--- src/rtl/dc_ipu_filter_phase_gen.sv ---
// Per-line source-phase generator for the cubic scaler: steps a fixed-point source
// position per output pixel and emits the fractional phase plus four clamped tap indices.
module dc_ipu_filter_phase_gen #(
    parameter int unsigned COORD_WIDTH        = 12,
    parameter int unsigned STEP_FRACT_WIDTH   = 16,
    parameter int unsigned WEIGHT_WIDTH       = 10,
    parameter int unsigned WEIGHT_FRACT_WIDTH = 8
) (
    input  logic                                     clk,
    input  logic                                     reset,
    input  logic                                     start,
    input  logic                                     abort,
    input  logic [COORD_WIDTH-1:0]                   src_len,
    input  logic [COORD_WIDTH-1:0]                   dst_len,
    input  logic [COORD_WIDTH+STEP_FRACT_WIDTH-1:0]  step,
    input  logic [COORD_WIDTH+STEP_FRACT_WIDTH-1:0]  offset,
    output logic                                     out_valid,
    input  logic                                     out_ready,
    output logic [WEIGHT_WIDTH-1:0]                  out_alpha,
    output logic [3:0][COORD_WIDTH-1:0]              out_taps,
    output logic                                     out_last,
    output logic                                     busy,
    output logic                                     done
);

    localparam int unsigned PosWidth = COORD_WIDTH + 1 + STEP_FRACT_WIDTH;
    localparam int unsigned SWidth   = COORD_WIDTH + 3;

    typedef enum logic {StIdle, StRun} state_t;

    state_t                                state_q;
    logic [PosWidth-1:0]                   pos_q;
    logic [COORD_WIDTH-1:0]                cnt_q;
    logic [COORD_WIDTH-1:0]                src_len_q;
    logic [COORD_WIDTH-1:0]                dst_len_q;
    logic [COORD_WIDTH+STEP_FRACT_WIDTH-1:0] step_q;

    logic [PosWidth:0]                     pos_sum;
    logic [PosWidth-1:0]                   pos_step;
    logic [PosWidth-1:0]                   pos_start;
    logic                                  is_last;

    function automatic logic [WEIGHT_WIDTH-1:0] calc_alpha(input logic [PosWidth-1:0] p);
        return WEIGHT_WIDTH'(p[STEP_FRACT_WIDTH-1 -: WEIGHT_FRACT_WIDTH]);
    endfunction

    // Signed clamp so idx-1 below zero and idx+2 beyond the line both fold onto the edge.
    function automatic logic [3:0][COORD_WIDTH-1:0] calc_taps(input logic [PosWidth-1:0] p,
                                                               input logic [COORD_WIDTH-1:0] len);
        logic [COORD_WIDTH:0]     idx;
        logic signed [SWidth-1:0] base;
        logic signed [SWidth-1:0] hi;
        logic signed [SWidth-1:0] t;
        logic [3:0][COORD_WIDTH-1:0] res;
        idx  = p[PosWidth-1:STEP_FRACT_WIDTH];
        base = $signed({2'b00, idx}) - $signed(SWidth'(1));
        hi   = $signed({3'b000, len}) - $signed(SWidth'(1));
        for (int k = 0; k < 4; k++) begin
            t = base + $signed(SWidth'(k));
            if (t < $signed(SWidth'(0))) begin
                t = '0;
            end else if (t > hi) begin
                t = hi;
            end
            res[k] = t[COORD_WIDTH-1:0];
        end
        return res;
    endfunction

    always_comb begin
        pos_sum   = {1'b0, pos_q} + (PosWidth + 1)'(step_q);
        pos_step  = pos_sum[PosWidth] ? '1 : pos_sum[PosWidth-1:0];
        pos_start = {1'b0, offset};
        is_last   = (cnt_q == dst_len_q - COORD_WIDTH'(1));
    end

    always_ff @(posedge clk or posedge reset) begin
        if (reset) begin
            state_q   <= StIdle;
            pos_q     <= '0;
            cnt_q     <= '0;
            src_len_q <= '0;
            dst_len_q <= '0;
            step_q    <= '0;
            out_valid <= 1'b0;
            out_alpha <= '0;
            out_taps  <= '0;
            out_last  <= 1'b0;
            busy      <= 1'b0;
            done      <= 1'b0;
        end else begin
            done <= 1'b0;
            case (state_q)
                StIdle: begin
                    if (start) begin
                        if (dst_len != '0) begin
                            state_q   <= StRun;
                            src_len_q <= src_len;
                            dst_len_q <= dst_len;
                            step_q    <= step;
                            pos_q     <= pos_start;
                            cnt_q     <= '0;
                            out_valid <= 1'b1;
                            busy      <= 1'b1;
                            out_alpha <= calc_alpha(pos_start);
                            out_taps  <= calc_taps(pos_start, src_len);
                            out_last  <= (dst_len == COORD_WIDTH'(1));
                        end else begin
                            done <= 1'b1;
                        end
                    end
                end
                StRun: begin
                    // Abort takes priority over a coincident final handshake: no done.
                    if (abort) begin
                        state_q   <= StIdle;
                        out_valid <= 1'b0;
                        busy      <= 1'b0;
                        out_last  <= 1'b0;
                    end else if (out_ready) begin
                        if (is_last) begin
                            state_q   <= StIdle;
                            out_valid <= 1'b0;
                            busy      <= 1'b0;
                            out_last  <= 1'b0;
                            done      <= 1'b1;
                        end else begin
                            cnt_q     <= cnt_q + COORD_WIDTH'(1);
                            pos_q     <= pos_step;
                            out_alpha <= calc_alpha(pos_step);
                            out_taps  <= calc_taps(pos_step, src_len_q);
                            out_last  <= (cnt_q + COORD_WIDTH'(1) == dst_len_q - COORD_WIDTH'(1));
                        end
                    end
                end
                default: state_q <= StIdle;
            endcase
        end
    end

endmodule

--- config.mk ---
export PLATFORM = sky130hd
export DESIGN_NAME = dc_ipu_filter_phase_gen
export DESIGN_NICKNAME = d
export VERILOG_FILES = /design/src/rtl/dc_ipu_filter_phase_gen.sv
export SDC_FILE = /design/constraint.sdc
export NUM_CORES = 1
export LEC_CHECK = 0
export CAP_MARGIN = 10
export CELL_PAD_IN_SITES_DETAIL_PLACEMENT = 1
export CELL_PAD_IN_SITES_GLOBAL_PLACEMENT = 1
export CORE_UTILIZATION = 45
export DETAILED_ROUTE_END_ITERATION = 8
export MAX_ROUTING_LAYER = met4
export PLACE_DENSITY_LB_ADDON = 0.1
export SETUP_SLACK_MARGIN = 0.4
export SYNTH_ARGS = -nofsm -noshare
export SYNTH_HDL_FRONTEND = slang
export SYNTH_SLANG_ARGS = --single-unit
--- constraint.sdc ---
create_clock -name clk -period 13.9 [get_ports clk]
set_clock_uncertainty 0.05 [all_clocks]
set_input_delay 2.78 -clock clk [delete_from_list [all_inputs] [get_ports clk]]
set_output_delay 2.78 -clock clk [all_outputs]
set_load 0.01 [all_outputs]
# --- Word level (Yosys, flattened, before mapping) ---
# Index checks and enable logic that the tools add are counted.
word_totals:
  output_inout_bits: 62
  wordCells: 124
  register_bits: 155
  inputBits: 85
classes:
  muxes: 65
  n_reduce_logical: 5
  bitwise: 1
  addsub: 13
  eq_ne: 10
  n_lt_le_gt_ge: 16
ops:
  columns: ["operator", "count"]
  rows:
  - ["$mux W12", 21]
  - ["$mux W48", 5]
  - ["$mux W29", 6]
  - ["$pmux W48 S2", 1]
  - ["$pmux W29 S2", 1]
  - ["$gt A14 B13 Y1", 4]
  - ["$lt A14 B1 Y1 const B", 4]
  - ["$mux W10", 5]
  - ["$gt A15 B13 Y1", 3]
  - ["$lt A15 B1 Y1 const B", 3]
  - ["$sub A12 B1 Y13 const B", 3]
  - ["$add A14 B3 Y15 const B", 2]
  - ["$add A29 B28 Y30", 1]
  - ["$add A13 B3 Y14 const B", 2]
  - ["$eq A12 B12 Y1", 2]
  - ["$pmux W12 S2", 1]
  - ["$mux W1", 20]
  - ["$pmux W10 S2", 1]
  - ["$add A14 B2 Y15 const B", 1]
  - ["$add A13 B2 Y14 const B", 1]
  - ["$sub A13 B1 Y14 const B", 1]
  - ["$gt A13 B13 Y1", 1]
  - ["$lt A13 B1 Y1 const B", 1]
  - ["$add A12 B1 Y12 const B", 1]
  - ["11 further kinds", 19]

# --- Depth between registers and ports, before layout ---
depth:
  word_depth: 11
  depth_mapped: 34
  ltp_nobuf: 30

# --- Worst setup path before layout ---
# Ideal clock, no wire load.
synth_timing:
  path_type: "input -> register"
  startpoint: "in offset[16]"
  endpoint: "reg out_taps[46] (netlist name)"
  n_path_buf: 1
  cell_stages: 22
  slack_ns: 6.520
  setup_time_ns: 0.128
  t_arrival_ns: 7.203
  t_required_ns: 13.722
  cell_sequence: "inv_1 > ha_1 > nand2b_1 > or4_1 > xor2_1 > nor3_1 > nand2b_1 > nor4_1 > and2_1 > nand2_1 > xnor2_1 > ha_1 > nand4_1 > nor2_1 > a211oi_1 > mux2i_1 > a21oi_1 > clkbuf_1 > mux2i_1 > nor3_1 > a21oi_1 > o21ai_0"
synth_via:
  elab_chain_cells: 8
synth_rtl:
  columns: ["element", "line", "source"]
  rows:
  - ["from (decl)", "16", "input logic [COORD_WIDTH+STEP_FRACT_WIDTH-1:0] offset,"]
  - ["$sub A12 B1 Y13 (*)", "56", "base = $signed({2'b00, idx}) - $signed(SWidth'(1));"]
  - ["$add A13 B3 Y14 (*)", "59", "t = base + $signed(SWidth'(k));"]
  - ["$gt A14 B13 Y1", "62", "end else if (t > hi) begin"]
  - ["$mux W12", "62", null]
  - ["$mux W12 (*)", "60", "if (t < $signed(SWidth'(0))) begin"]
  - ["$mux W48 (*)", "96", "if (dst_len != '0) begin"]
  - ["$mux W48 (*)", "95", "if (start) begin"]
  - ["$pmux W48 S2 (*)", "93", "case (state_q)"]
  - ["to (signal assigned)", "106", "out_taps <= calc_taps(pos_start, src_len);"]
  - ["to (signal assigned)", "131", "out_taps <= calc_taps(pos_step, src_len_q);"]
  - ["to (decl)", "20", "output logic [3:0][COORD_WIDTH-1:0] out_taps,"]
# Mark *: on every way between the ends. The rest lies on a longest branch, timed or not. The select of a mux whose other input is x is not followed.
# A chain may end at the register's enable or synchronous reset.

# --- Worst setup path in the final report ---
layout_timing:
  startpoint: "reg pos_q[9]"
  endpoint: "reg out_taps[28] (netlist name)"
layout_via:
  elab_chain_cells: 11
layout_rtl:
  columns: ["element", "line", "source"]
  rows:
  - ["from (decl)", "32", "logic [PosWidth-1:0] pos_q;"]
  - ["from (signal assigned)", "101", "pos_q <= pos_start;"]
  - ["from (signal assigned)", "129", "pos_q <= pos_step;"]
  - ["$add A29 B28 Y30 (*)", "71", "pos_sum = {1'b0, pos_q} + (PosWidth + 1)'(step_q);"]
  - ["$mux W29 (*)", "72", "pos_step = pos_sum[PosWidth] ? '1 : pos_sum[PosWidth-1:0];"]
  - ["$sub A13 B1 Y14 (*)", "56", null]
  - ["$add A14 B3 Y15 (*)", "59", null]
  - ["$gt A15 B13 Y1", "62", null]
  - ["$mux W12", "62", null]
  - ["$mux W12 (*)", "60", null]
  - ["$mux W48 (*)", "121", "if (is_last) begin"]
  - ["$mux W48 (*)", "120", "end else if (out_ready) begin"]
  - ["$mux W48 (*)", "115", "if (abort) begin"]
  - ["$pmux W48 S2 (*)", "93", null]
# Marked as above.

==> metrics.txt <==
Final Cycle Share=63.1%; total of max-cap violations=0; Fin Setup TNS=0 ns; routed length per instance=24.7 um; Slew headroom=18.6%; Antenna Violating Nets Remaining=0; DR iter-0 viols=817; Worst EP arrival=9.07 ns; placed inst area=16300 um2; commonest non-fill, non-tap cell in the layout=ha_1; yosys warns=0; met1 Track Usage GR=43.0%; CP bufs+invs=2; final core occ=53.3%; syn_area_per_cell=8.31 um2; die span in x=181 um; count of cell types in the netlist=85; CTS Buffer Depth=2; Hold Violations, Final=0; Syn Inst Count=1745; Final HPWL DP=43.9 mm; DIE AREA=32900 um2; I/O pin count=147; global route overflow=0; routability congestion estimate=0.989; Max stage delay on crit path=0.96 ns; Slowest-stage cell, CP=nor3_1; CTS Buf Count=17; fmax=114 MHz; first-pass GRT wire length=87.1 mm; cts hold-fix bufs=0; Least-Margin Pin Slew=1.21 ns; root buf cell=clkbuf_16; Hold Path Stages=1; Synth Area in Simple Gates=20.2%; met2 Use GR=59.7%; clock-pin slew on the worst setup and hold paths=0.07 ns; CTS tree=done; async set-reset flop share out of synthesis=100%; compound-cell area share of the yosys netlist=19.8%; number of synthesized flops with an enable pin=0; status=finished, final reports clean; Initial Util=45.8%; Post-Synth Adder-Cell Area=13.3%; critical path class=flip-flop to flip-flop; Vias=14300; largest net degree at the start of global routing=112; ys flop type=dfrtp_1; GR peak layer=met2; worst hold slack=0.440 ns; vias in the first global route=14700; 1st-pass router iterations=7; type of the worst min-delay path=flip-flop to flip-flop; Tmin final=8.78 ns; Clock Latency Late Sink=0.46 ns; # clock sinks=145; Total Routed Length=56.1 mm; Final nets=2092; Top delay family on crit path=simple AND/OR/NAND/NOR gates; initial antenna violation count=0; R2R cell count=29; Synth Register Bits=145; largest family of logic cells by synthesized area=simple AND/OR/NAND/NOR gates; final setup vio count=0; total track usage=35.9%; Post-Synth XOR/XNOR Area=8.63%; share of layout cells above drive strength 1=8.57%; input/output buffers=144; routing usage on met3=4.45%; Vias/cell=6.30; Core Region=31600 um2; Post-CTS Resized=0; Worst EP required=14.19 ns; Area Growth Syn to Fin=16.4%; max-slew violations=0; final instance area=16900 um2; maximum level of the CTS H-tree=4; startpoint type of the worst setup path=flip-flop; RSZ-0062 raised after global routing=no; Crit path depth=29; # rows=65; mux share of post-synthesis cell area=8.43%; DRC Markers=0; register area share after synthesis=25.0%; Post-CTS Setup Repair Bufs=0; Worst setup EP type=flip-flop; commonest cells after routing, fill and taps aside=153 x ha_1, 148 x nor2_1, 144 x dfrtp_1, 144 x clkdlybuf4s50_1, 133 x nand2_1; CP Max Fanout=10; die height=181 um; Post-Syn Area=14500 um2
metrics by stage:
step	instances	setup slack, ns
after floorplan	1746	6.52
after global placement	2235	5.46
after detailed placement	2235	5.21
after CTS	2267	5.32
after global routing	2268	4.76
final	2269	5.12
synthesized netlist by cell type (49+ instances only):
library cell	instances	area, um2
nand3_1	59	295
mux2i_1	50	500
nand2_1	133	499
inv_1	72	270
a21oi_1	122	611
xnor2_1	92	806
o21ai_0	128	641
clkbuf_1	51	191
mux2_2	60	676
ha_1	153	1910
xor2_1	49	429
nor2_1	149	559
dfrtp_1	145	3630
worst reg2reg max path, delay by kind of cell, from the launching register on:
kind,cells,cell delay [ns]
simple gates,16,4.12
compound gates,6,1.74
fa+ha+maj,3,1.07
buf+inv,2,0.77
flops,1,0.41
mux,1,0.38
xor+xnor,1,0.10
logic make-up (layout without fill, tap and decap cells):
kind of cell | count (synthesis) | after routing
buffers and inverters | 158 | 278
flip-flops | 145 | 145
multiplexers | 112 | 112
AO/OA/AOI/OAI | 451 | 451
other | 1 | 3
XOR/XNOR | 142 | 142
AND/OR/NAND/NOR | 582 | 582
adder cells (fa/ha/maj) | 154 | 154
per-layer routing:
metal  up-vias  share of wire, %
met5         -                 0
met4         0               4.9
met3       125               4.6
met2       435                49
met1      7160                42
li1       6581                 -
path summary, 6_finish.rpt:
kind,startpoint,endpoint,slack (ns)
setup / recovery,pos_q[9],out_taps[28],5.12
hold / removal,pos_q[20],pos_q[20],0.44
setup reg to reg,pos_q[9],out_taps[28],5.12
hold reg to reg,pos_q[20],pos_q[20],0.44
max in group asynchronous,reset,state_q,9.49
min in group asynchronous,reset,step_q[3],2.78
sequential cells by signal, summed over array words and instances (netlist names):
signal,cells
busy,1
cnt_q,12
done,1
dst_len_q,12
out_last,1
out_taps,48
pos_q,29
src_len_q,12
state_q,1
step_q,28
cell type report:
class / count / area [um2]
Fill cell: 3781 / 14800
Multi-Input combinational cell: 1443 / 10200
Inverter: 77 / 294
Antenna cell: 1 / 2.50
Tap cell: 402 / 503
Clock buffer: 19 / 453
Sequential cell: 145 / 3630
Clock inverter: 13 / 124
Timing Repair Buffer: 169 / 1630
Power is not shown: default switching activity piles up to over one toggle a cycle in this logic, so the estimate is an artifact.
